**src/rtl/mem_port_arbiter_if.sv**
```systemverilog
// Request/response bundle between IF/MEM stages, the arbiter and the unified memory.
// slave = arbiter view; master = datapath + memory view.
interface mem_port_arbiter_if #(
   parameter int ADDR_W = 32,
   parameter int DATA_W = 32
);
   logic              if_req;
   logic [ADDR_W-1:0] if_addr;
   logic [DATA_W-1:0] if_rdata;
   logic              if_ack;
   logic              if_err;
   logic              stall_if;

   logic                d_req;
   logic                d_we;
   logic [ADDR_W-1:0]   d_addr;
   logic [DATA_W-1:0]   d_wdata;
   logic [DATA_W/8-1:0] d_wstrb;
   logic [DATA_W-1:0]   d_rdata;
   logic                d_ack;
   logic                d_err;
   logic                stall_mem;

   logic                mem_req;
   logic                mem_we;
   logic [ADDR_W-1:0]   mem_addr;
   logic [DATA_W-1:0]   mem_wdata;
   logic [DATA_W/8-1:0] mem_wstrb;
   logic [DATA_W-1:0]   mem_rdata;
   logic                mem_ack;

   modport slave (
      input  if_req, if_addr, d_req, d_we, d_addr, d_wdata, d_wstrb, mem_rdata, mem_ack,
      output if_rdata, if_ack, if_err, stall_if, d_rdata, d_ack, d_err, stall_mem,
             mem_req, mem_we, mem_addr, mem_wdata, mem_wstrb
   );

   modport master (
      output if_req, if_addr, d_req, d_we, d_addr, d_wdata, d_wstrb, mem_rdata, mem_ack,
      input  if_rdata, if_ack, if_err, stall_if, d_rdata, d_ack, d_err, stall_mem,
             mem_req, mem_we, mem_addr, mem_wdata, mem_wstrb
   );
endinterface

```
**src/rtl/mem_port_arbiter.sv**
```systemverilog
// Shares one single-port memory between fetch and load/store; one registered grant at a time,
// min 3 cycles per access (grant, >=1 busy, gap); waiting requester sees its stall output high.
module mem_port_arbiter #(
   parameter int ADDR_W       = 32,
   parameter int DATA_W       = 32,
   parameter int STARVE_LIMIT = 4,
   parameter int TIMEOUT      = 255
) (
   input logic clock,
   input logic reset,
   mem_port_arbiter_if.slave bus
);
   localparam int SW = $clog2(STARVE_LIMIT + 1);
   localparam int TW = (TIMEOUT > 2) ? $clog2(TIMEOUT) : 1;

   typedef enum logic [1:0] {
      IDLE    = 2'd0,
      IF_BUSY = 2'd1,
      D_BUSY  = 2'd2,
      GAP     = 2'd3
   } state_t;

   state_t          state, state_nxt;
   logic [SW-1:0]   starve_cnt;
   logic [TW-1:0]   timeout_cnt;
   logic            grant_if, grant_d, timed_out, busy;

   always_comb begin
      state_nxt = state;
      grant_if  = 1'b0;
      grant_d   = 1'b0;
      timed_out = 1'b0;
      busy      = (state == IF_BUSY) || (state == D_BUSY);
      case (state)
         IDLE: begin
            if (bus.if_req && (!bus.d_req || starve_cnt == SW'(STARVE_LIMIT))) begin
               grant_if  = 1'b1;
               state_nxt = IF_BUSY;
            end else if (bus.d_req) begin
               grant_d   = 1'b1;
               state_nxt = D_BUSY;
            end
         end
         IF_BUSY, D_BUSY: begin
            // An ack arriving on the timeout cycle still completes normally.
            if (bus.mem_ack) begin
               state_nxt = GAP;
            end else if (timeout_cnt == TW'(TIMEOUT - 2)) begin
               timed_out = 1'b1;
               state_nxt = GAP;
            end
         end
         GAP:     state_nxt = IDLE;
         default: state_nxt = IDLE;
      endcase
   end

   // A flushed requester still lets the memory finish, but never sees the ack.
   assign bus.if_ack    = (state == IF_BUSY) && bus.mem_ack && bus.if_req;
   assign bus.d_ack     = (state == D_BUSY)  && bus.mem_ack && bus.d_req;
   assign bus.if_err    = (state == IF_BUSY) && timed_out;
   assign bus.d_err     = (state == D_BUSY)  && timed_out;
   assign bus.if_rdata  = bus.if_ack ? bus.mem_rdata : '0;
   assign bus.d_rdata   = bus.d_ack  ? bus.mem_rdata : '0;
   assign bus.stall_if  = bus.if_req && !bus.if_ack;
   assign bus.stall_mem = bus.d_req  && !bus.d_ack;

   always_ff @(posedge clock or posedge reset) begin
      if (reset) begin
         state         <= IDLE;
         bus.mem_req   <= 1'b0;
         bus.mem_we    <= 1'b0;
         bus.mem_addr  <= '0;
         bus.mem_wdata <= '0;
         bus.mem_wstrb <= '0;
         starve_cnt    <= '0;
         timeout_cnt   <= '0;
      end else begin
         state <= state_nxt;

         if (grant_if) begin
            bus.mem_req   <= 1'b1;
            bus.mem_we    <= 1'b0;
            bus.mem_addr  <= bus.if_addr;
            bus.mem_wdata <= '0;
            bus.mem_wstrb <= '0;
         end else if (grant_d) begin
            bus.mem_req   <= 1'b1;
            bus.mem_we    <= bus.d_we;
            bus.mem_addr  <= bus.d_addr;
            bus.mem_wdata <= bus.d_wdata;
            bus.mem_wstrb <= bus.d_we ? bus.d_wstrb : '0;
         end else if (busy && state_nxt == GAP) begin
            bus.mem_req   <= 1'b0;
         end

         if (grant_if || grant_d) begin
            timeout_cnt <= '0;
         end else if (busy && !bus.mem_ack) begin
            timeout_cnt <= timeout_cnt + 1'b1;
         end

         if (state == IDLE) begin
            if (!bus.if_req || grant_if) begin
               starve_cnt <= '0;
            end else if (grant_d && starve_cnt != SW'(STARVE_LIMIT)) begin
               starve_cnt <= starve_cnt + 1'b1;
            end
         end
      end
   end
endmodule

```
**src/flat_wrapper.sv**
```systemverilog
// flat-port wrapper written by rule: the top's interface ports become plain ports
module mem_port_arbiter_flat 
#(
   parameter int ADDR_W       = 32,
   parameter int DATA_W       = 32,
   parameter int STARVE_LIMIT = 4,
   parameter int TIMEOUT      = 255
)
  (clock, reset, bus_if_req, bus_if_addr, bus_d_req, bus_d_we, bus_d_addr, bus_d_wdata, bus_d_wstrb, bus_mem_rdata, bus_mem_ack, bus_if_rdata, bus_if_ack, bus_if_err, bus_stall_if, bus_d_rdata, bus_d_ack, bus_d_err, bus_stall_mem, bus_mem_req, bus_mem_we, bus_mem_addr, bus_mem_wdata, bus_mem_wstrb);
  mem_port_arbiter_if #(.ADDR_W(ADDR_W), .DATA_W(DATA_W)) bus_i ();
  input logic clock;
  input logic reset;
  input wire logic [$bits(bus_i.if_req)-1:0] bus_if_req;
  input wire logic [$bits(bus_i.if_addr)-1:0] bus_if_addr;
  input wire logic [$bits(bus_i.d_req)-1:0] bus_d_req;
  input wire logic [$bits(bus_i.d_we)-1:0] bus_d_we;
  input wire logic [$bits(bus_i.d_addr)-1:0] bus_d_addr;
  input wire logic [$bits(bus_i.d_wdata)-1:0] bus_d_wdata;
  input wire logic [$bits(bus_i.d_wstrb)-1:0] bus_d_wstrb;
  input wire logic [$bits(bus_i.mem_rdata)-1:0] bus_mem_rdata;
  input wire logic [$bits(bus_i.mem_ack)-1:0] bus_mem_ack;
  output wire logic [$bits(bus_i.if_rdata)-1:0] bus_if_rdata;
  output wire logic [$bits(bus_i.if_ack)-1:0] bus_if_ack;
  output wire logic [$bits(bus_i.if_err)-1:0] bus_if_err;
  output wire logic [$bits(bus_i.stall_if)-1:0] bus_stall_if;
  output wire logic [$bits(bus_i.d_rdata)-1:0] bus_d_rdata;
  output wire logic [$bits(bus_i.d_ack)-1:0] bus_d_ack;
  output wire logic [$bits(bus_i.d_err)-1:0] bus_d_err;
  output wire logic [$bits(bus_i.stall_mem)-1:0] bus_stall_mem;
  output wire logic [$bits(bus_i.mem_req)-1:0] bus_mem_req;
  output wire logic [$bits(bus_i.mem_we)-1:0] bus_mem_we;
  output wire logic [$bits(bus_i.mem_addr)-1:0] bus_mem_addr;
  output wire logic [$bits(bus_i.mem_wdata)-1:0] bus_mem_wdata;
  output wire logic [$bits(bus_i.mem_wstrb)-1:0] bus_mem_wstrb;
  assign bus_i.if_req = bus_if_req;
  assign bus_i.if_addr = bus_if_addr;
  assign bus_i.d_req = bus_d_req;
  assign bus_i.d_we = bus_d_we;
  assign bus_i.d_addr = bus_d_addr;
  assign bus_i.d_wdata = bus_d_wdata;
  assign bus_i.d_wstrb = bus_d_wstrb;
  assign bus_i.mem_rdata = bus_mem_rdata;
  assign bus_i.mem_ack = bus_mem_ack;
  assign bus_if_rdata = bus_i.if_rdata;
  assign bus_if_ack = bus_i.if_ack;
  assign bus_if_err = bus_i.if_err;
  assign bus_stall_if = bus_i.stall_if;
  assign bus_d_rdata = bus_i.d_rdata;
  assign bus_d_ack = bus_i.d_ack;
  assign bus_d_err = bus_i.d_err;
  assign bus_stall_mem = bus_i.stall_mem;
  assign bus_mem_req = bus_i.mem_req;
  assign bus_mem_we = bus_i.mem_we;
  assign bus_mem_addr = bus_i.mem_addr;
  assign bus_mem_wdata = bus_i.mem_wdata;
  assign bus_mem_wstrb = bus_i.mem_wstrb;
  mem_port_arbiter #(.ADDR_W(ADDR_W), .DATA_W(DATA_W), .STARVE_LIMIT(STARVE_LIMIT), .TIMEOUT(TIMEOUT)) u_core (.clock(clock), .reset(reset), .bus(bus_i));
endmodule
```
**config.mk**
```make
export PLATFORM = sky130hd
export DESIGN_NAME = mem_port_arbiter_flat
export DESIGN_NICKNAME = d
export VERILOG_FILES = /design/src/rtl/mem_port_arbiter_if.sv /design/src/rtl/mem_port_arbiter.sv /design/src/flat_wrapper.sv
export SDC_FILE = /design/constraint.sdc
export NUM_CORES = 1
export LEC_CHECK = 0
export CORE_AREA = 2 2 108 110
export CTS_BUF_LIST = sky130_fd_sc_hd__clkbuf_8
export DETAILED_ROUTE_END_ITERATION = 6
export DIE_AREA = 0 0 110 112
export PLACE_DENSITY = 0.9
export SYNTH_ARGS = -nofsm -noshare
export SYNTH_HDL_FRONTEND = slang
export SYNTH_SLANG_ARGS = --single-unit
```
**constraint.sdc**
```tcl
create_clock -name clock -period 7.42 [get_ports clock]
set_clock_uncertainty 0.15 [all_clocks]
set_input_delay 1.113 -clock clock [delete_from_list [all_inputs] [get_ports clock]]
set_output_delay 1.113 -clock clock [all_outputs]
set_load 0.03 [all_outputs]
```
==> parameters.txt, run 1 <==
Parameter                              Value

Outcome
  Outcome    completed

Global routing
  Antenna violations before repair    0
  Pin count of the biggest net entering global routing    84
  Gr usage total    a little over a fifth
  Via count of the first global-routing pass    slightly above 4k
  First-pass GRT wire length    20,900 um
  Overflow after GRT    0

Synth
  Average size of a mapped cell    about 10 sq um
  Cells after synthesis    404
  Leading cell types by total area after synthesis    dfrtp_1, and2_1, mux2i_1, a22o_1, nand2_1
  Area of the mapped netlist    roughly 4100 sq um
  FF+latch count, synth    83
  Simple-Gate Fraction of Synth Area    ~18%
  FFs w/ async S/R, synth    100%
  Number of synthesis warnings    0
  Cell type with the highest aggregate area in the netlist    dfrtp_1
  Area share of xor/xnor cells in the synthesized design    approximately 1.3%
  Number of synthesized flops with an enable pin    0
  Distinct cells, synth    36
  Cell with the most instances after synthesis    dfrtp_1
  Area fraction of the dominant cell type after synthesis    50.1%
  Post-synthesis mux area share    7.96%
  Main combinational cell family by area after synthesis    simple AND/OR/NAND/NOR gates
  Top post-synthesis cells by count    dfrtp_1, and2_1, nand2_1
  Syn nets    550
  Compound-cell area share of the yosys netlist    between 10% and 20%
  Sequential area share after synthesis    ~50%
  Fraction of the mapped netlist area in adder cells    under 10%
  Main flop type after synthesis    dfrtp_1

Floorplan
  Floorplan die area    approximately 12,000 sq um
  Core outline area    ~11,000 sq um
  Count of pins on the block boundary    between 200 and 300
  Initial core utilization    a little under two fifths
  Die X    110 um
  Number of rows in the core area    39
  Die Y-Extent    roughly 110 um

Drt
  Detailed Route WL    around 14,000 um
  Violation count after the first detailed-routing iteration    about 210
  Vias    around 4k
  Vias per Instance    about 5
  DRC violations left    0
  Routed len/inst    between 15 and 20 um
  Drt pass-1 iters    4
  Number of nets with antenna violations after routing    0

Min path
  HP Start    u_core.bus.mem_wstrb[3]$_DFFE_PP0N_
  Hold path cells    1
  Worst hold path class    reg -> reg

Place
  Input/output buffers    277
  Final RePlAce weighted congestion    approximately 0.87
  Estimated wirelength of the detail-placed design    roughly 10,000 um

Timing
  Fin crit period    between 4 and 5 ns
  Count of pins over their slew limit    0
  Setup_tns    0 ns
  Relative slew margins    a little under a quarter
  Setup repair after global routing missed its margin    no
  Share of the clock period used by the worst path    64.0%
  Maximum frequency from static timing analysis    around 0.21 GHz
  Hold violation total from the final report    0
  Setup violation total in the final timing report    0
  Transition time at the pin with the least slew margin    about 1.2 ns

Setup path
  Setup crit end kind    output pin
  Required time at the worst-slack endpoint    between 6 and 7 ns
  RR Startpoint    u_core.state[0]$_DFF_PP0_
  Worst Setup Start Kind    primary input
  Data arrival at the endpoint of the critical path    approximately 3.5 ns
  CP max FO    33
  Start-to-end type of the worst setup path    in -> out
  Timing startpoint of the critical path    bus_d_req
  Register-to-Register Path Depth    5

Final layout
  Layout cell share with drive strength beyond 1    under 10%
  Nets    810
  Area growth from synthesis to final layout    72.4%
  Fill cell count    approximately 870
  Area of combinational cells with multiple inputs    1860 sq um
  Seq. cell area    roughly 2100 sq um
  Finished Core Util    between 60 and 70%
  Number of diodes    0

Clock network
  Sinks on the clock net    slightly above 80
  CTS-repair resized insts    0
  Level count of the clock H-tree    3
  Hold_buf cts    0
  Number of buffers inserted to repair setup after CTS    0
  Clk_lat worst skew    around 0.34 ns
  Library cell used as clock root buffer    clkbuf_8
  CTS Buf Count    9
  Maximum root-to-sink buffer count    2
  Post-CTS clock slew at the launch and capture registers of the worst setup and hold paths    0.09 ns
  CTS tree    built

Power
  Switching Share    42.8%
  Combinational share of power    a little under three fifths
  Sequential Power Share    between 30% and 40%
  Worst vdd ir    approximately 0.00024 V
  Net switching power    approximately 0.0011 W
  Internal portion of total power    ~0.0014 W
  Fraction of power consumed by the clock network    between 10% and 20%
  Leakage power    approximately 3 nW
  Power per Cell Area    around 350 nW/um^2

Run
  Max-capacitance violation count    0
==> logic make-up after synthesis <==
family,after synthesis
and+or+nand+nor,147
AOI/OAI and AO/OA,88
buffers and inverters,39
xor gates and xnor gates,6
DFF,83
muxes,33
adders and majority gates,8
==> through the flow <==
step / setup WS, ns / total power, W / instance area, sq um / hold slack, ns / std cells
2_1_floorplan: 3.87 / 0.00161 / 4150 / 0.355 / 404
3_3_place_gp: 2.78 / 0.00213 / 6940 / 0.325 / 796
3_5_place_dp: 2.67 / 0.00217 / 6940 / 0.336 / 796
4_1_cts: 2.65 / 0.00253 / 7150 / 0.356 / 812
5_1_grt: 2.50 / 0.00266 / 7150 / 0.371 / 812
6_report: 2.67 / 0.00251 / 7150 / 0.351 / 812
==> power groups by stage <==
stage | Sequential, W | Combinational, W | Clock [W]
final | 0.000755 | 0.00141 | 0.000354
after global routing | 0.000778 | 0.00150 | 0.000384
after CTS | 0.000754 | 0.00142 | 0.000361
after detailed placement | 0.000761 | 0.00141 | 0
after global placement | 0.000746 | 0.00138 | 0
after floorplan | 0.00108 | 0.000524 | 0
==> path summary, 6_finish.rpt <==
check | end | slack [ns]
setup / recovery | bus_d_rdata[8] | 2.67
hold / removal | u_core.bus.mem_wstrb[3]$_DFFE_PP0N_ | 0.35
setup reg to reg | u_core.bus.mem_addr[14]$_DFFE_PP0N_ | 4.80
hold reg to reg | u_core.bus.mem_wstrb[3]$_DFFE_PP0N_ | 0.35
max in group asynchronous | u_core.bus.mem_addr[27]$_DFFE_PP0N_ | 5.21
min in group asynchronous | u_core.bus.mem_wdata[2]$_DFFE_PP0N_ | 1.25
==> registers in the layout (all words and copies together), names as in the netlist <==
name,flops
u_core.state,2
u_core.bus.mem_wdata,32
u_core.starve_cnt,3
u_core.bus.mem_wstrb,4
u_core.bus.mem_req,1
u_core.timeout_cnt,8
u_core.bus.mem_addr,32
u_core.bus.mem_we,1
==> layer usage <==
| layer | vias to the layer above | part of all wire, % | GRT usage, % |
|---|---|---|---|
| met2 | 201 | 52 | 39.4 |
| met4 | 0 | 1.9 | 7.93 |
| met3 | 21 | 9.3 | 5.62 |
| met5 | - | 0 | 0 |
| li1 | 1890 | - | - |
| met1 | 1894 | 37 | 23.8 |
==> worst max-delay path: stages <==
cell,delay [ns]
clkdlybuf4s50_1,0.70
and3_1,0.73
and2_1,0.25
clkdlybuf4s50_1,0.68
==> cell type report <==
cell class                      instances  share of cell area, %
Timing Repair Buffer                  279                   39.0
Sequential cell                        83                   29.0
Multi-Input combinational cell        282                   26.0
Tap cell                              143                   2.50
Clock buffer                            9                   1.73
Clock inverter                          7                   1.29
Inverter                                9                  0.490
==> cells in the final DEF, fill, tap and decap left out, types with 2 or more instances in the layout <==
cell and n:
clkbuf_8 9, o21ai_0 11, mux2i_1 33, buf_4 2, and3_1 5, o31ai_1 2, o21ai_1 25, dfrtp_1 83
nand4_1 3, bufinv_16 2, clkdlybuf4s50_1 277, or3_1 2, nand3_2 2, ha_1 8, clkinvlp_4 2, xor2_1 5
nor2_1 10, clkinv_2 2, and2_1 64, o21a_1 2, a22o_1 25, inv_1 9, a32o_1 4, nor2b_1 2
a22oi_1 2, a21oi_1 10, nand2_1 55
Power figures use the tool's default switching activity.
==> inputs of run 2 (changes only) <==
--- a/config.mk
+++ b/config.mk
@@ -5,11 +5,11 @@
 export SDC_FILE = /design/constraint.sdc
 export NUM_CORES = 1
 export LEC_CHECK = 0
-export CORE_AREA = 2 2 108 110
+export CORE_MARGIN = 2
+export CORE_UTILIZATION = 33
 export CTS_BUF_LIST = sky130_fd_sc_hd__clkbuf_8
 export DETAILED_ROUTE_END_ITERATION = 6
-export DIE_AREA = 0 0 110 112
-export PLACE_DENSITY = 0.9
+export PLACE_DENSITY = 0.85
 export SYNTH_ARGS = -nofsm -noshare
 export SYNTH_HDL_FRONTEND = slang
 export SYNTH_SLANG_ARGS = --single-unit
==> constraint.sdc (replaced) <==
create_clock -name clock -period 4 [get_ports clock]
set_clock_uncertainty 0.15 [all_clocks]
set_input_delay 0.6 -clock clock [delete_from_list [all_inputs] [get_ports clock]]
set_output_delay 0.6 -clock clock [all_outputs]
set_load 0.03 [all_outputs]
==> parameters.txt, run 2 (same netlist as run 1, synthesis figures left out) <==
Parameter                              Value

Outcome
  Outcome    completed

Drt
  Detailed Route WL    13,700 um (+0.50%)
  Drt pass-1 iters    5 (+1)
  Vias per Instance    4.77 (-3.2%)
  DRC violations left    0 (unchanged)
  Vias    4,019 (+0.32%)
  Violation count after the first detailed-routing iteration    305 (+46%)
  Number of nets with antenna violations after routing    0 (unchanged)
  Routed len/inst    16.3 um (-3.1%)

Power
  Switching Share    43.7% (+0.94 points)
  Combinational share of power    57.6% (+1.7 points)
  Fraction of power consumed by the clock network    12.1% (-2.0 points)
  Leakage power    3.10 nW (+0.36%)
  Sequential Power Share    30.3% (+0.3 points)
  Internal portion of total power    0.00258 W (+79%)
  Worst vdd ir    0.000221 V (-6.3%)
  Net switching power    0.00200 W (+86%)
  Power per Cell Area    635 nW/um^2 (+81%)

Setup path
  Worst Setup Start Kind    primary input
  Required time at the worst-slack endpoint    3.25 ns (-2.91 ns)
  Setup crit end kind    output pin
  Start-to-end type of the worst setup path    in -> out
  Data arrival at the endpoint of the critical path    2.67 ns (-0.82 ns)
  CP max FO    33 (unchanged)

Global routing
  Antenna violations before repair    0 (unchanged)
  Layer with the highest usage after global routing    met2
  Via count of the first global-routing pass    4,117 (-0.72%)
  Pin count of the biggest net entering global routing    84 (unchanged)
  Grt met2 use    34.3% (-5.1 points)
  Met3 track demand over resource    5.35% (-0.28 points)
  Gr usage total    19.3% (-2.4 points)
  Met1 track demand over resource in global routing    22.4% (-1.4 points)
  Overflow after GRT    0 (unchanged)
  First-pass GRT wire length    20,500 um (-2.1%)

Final layout
  Commonest cells after routing, fill and taps aside    clkdlybuf4s50_1, dfrtp_1, and2_1
  Cell area after layout    7200 sq um (+0.72%)
  Layout cell share with drive strength beyond 1    4.01% (+0.57 points)
  Most common library cell in the layout ignoring fill and taps    clkdlybuf4s50_1
  Registers with the highest flip-flop counts    u_core.bus.mem_addr x32, u_core.bus.mem_wdata x32, u_core.timeout_cnt x8
  Nets    814 (+0.49%)
  Area growth from synthesis to final layout    73.7%

Timing
  Relative slew margins    18.2% (-4.5 points)
  Final critical-path setup slack    0.582 ns (-2.09 ns)
  Setup_tns    0 ns (unchanged)
  Worst Hold Margin    0.349 ns (-0.00133 ns)
  Count of pins over their slew limit    0 (unchanged)
  Setup violation total in the final timing report    0 (unchanged)
  Maximum frequency from static timing analysis    approximately 0.29 GHz
  Hold violation total from the final report    0 (unchanged)
  Share of the clock period used by the worst path    between 80 and 90%
  Setup repair after global routing missed its margin    no
  Fin crit period    3.42 ns
  Transition time at the pin with the least slew margin    1.23 ns (+0.0682 ns)

Floorplan
  Count of pins on the block boundary    278 (unchanged)
  Die Y-Extent    116 um (+3.7%)
  Number of rows in the core area    40 (+2.6%)
  Die X    116 um (+5.6%)
  Core outline area    12,200 sq um (+8.8%)
  Initial core utilization    34.1% (-3.0 points)
  Floorplan die area    13,500 sq um (+9.4%)

Run
  Max-capacitance violation count    0 (unchanged)

Place
  Estimated wirelength of the detail-placed design    10,500 um (+1.6%)
  Final RePlAce weighted congestion    0.843 (-2.7%)
  Placed instance area    7020 sq um (+1.2%)
  Dpl ws    0.630 ns (-2.04 ns)
  Input/output buffers    277 (unchanged)

Clock network
  Library cell used as clock root buffer    clkbuf_8
  CTS tree    built
  Hold_buf cts    0 (unchanged)
  Level count of the clock H-tree    3 (unchanged)
  Clk_lat worst skew    0.35 ns (about the same)
  CTS-repair resized insts    0 (unchanged)
  Maximum root-to-sink buffer count    2 (unchanged)
  Sinks on the clock net    83 (unchanged)
  Post-CTS clock slew at the launch and capture registers of the worst setup and hold paths    0.09 ns (about the same)
  CTS Buf Count    9 (unchanged)
  Number of buffers inserted to repair setup after CTS    0 (unchanged)

Min path
  Worst hold path class    reg -> reg
-- run 2: worst max-delay path: stages --
cell             delay [ns]
clkdlybuf4s50_1        0.72
and3_1                 0.23
buf_4                  0.26
and2_1                 0.18
clkdlybuf4s50_1        0.67
-- run 2: area by class of cell --
type | count | area, sq um
clock buffer | 10 | 138
clock inverter | 6 | 41.3
multi-input combinational | 282 | 1860
inverter | 9 | 35.0
tap | 168 | 210
timing repair buffer | 283 | 2840
fill | 974 | 4960
antenna | 1 | 2.50
sequential | 83 | 2080
-- run 2: worst paths after layout --
check	from	slack (ns)	depth (start not counted)	endpoint
hold reg to reg	u_core.bus.mem_wstrb[3]$_DFFE_PP0N_	0.35	1	u_core.bus.mem_wstrb[3]$_DFFE_PP0N_
setup reg to reg	u_core.state[0]$_DFF_PP0_	1.95	7	u_core.timeout_cnt[6]$_DFFE_PP0P_
hold / removal	u_core.bus.mem_wstrb[3]$_DFFE_PP0N_	0.35	1	u_core.bus.mem_wstrb[3]$_DFFE_PP0N_
min in group asynchronous	reset	0.50	3	u_core.timeout_cnt[2]$_DFFE_PP0P_
max in group asynchronous	reset	2.85	3	u_core.bus.mem_wdata[10]$_DFFE_PP0N_
setup / recovery	bus_d_req	0.58	5	bus_d_rdata[30]
-- run 2: power groups by stage --
| stage | Sequential [W] | Clock (W) | Combinational, W |
|---|---|---|---|
| 6_report | 0.00139 | 0.000552 | 0.00264 |
| 4_1_cts | 0.00139 | 0.000570 | 0.00265 |
| 2_1_floorplan | 0.00201 | 0 | 0.000972 |
| 3_5_place_dp | 0.00140 | 0 | 0.00264 |
| 3_3_place_gp | 0.00138 | 0 | 0.00258 |
| 5_1_grt | 0.00142 | 0.000607 | 0.00281 |
-- run 2: per-layer routing --
| layer | vias to the layer above | wire length [um] |
|---|---|---|
| met5 | - | 0 |
| met4 | 0 | 207 |
| met3 | 18 | 1270 |
| met2 | 223 | 7020 |
| met1 | 1869 | 5250 |
| li1 | 1909 | - |
-- run 2: per-stage QoR --
step	std cells	power [W]	util, %
after floorplan	404	0.00298	-
after global placement	825	0.00396	57.7
after detailed placement	825	0.00405	57.7
after CTS	841	0.00461	59.2
after global routing	841	0.00484	59.2
final	842	0.00457	59.2
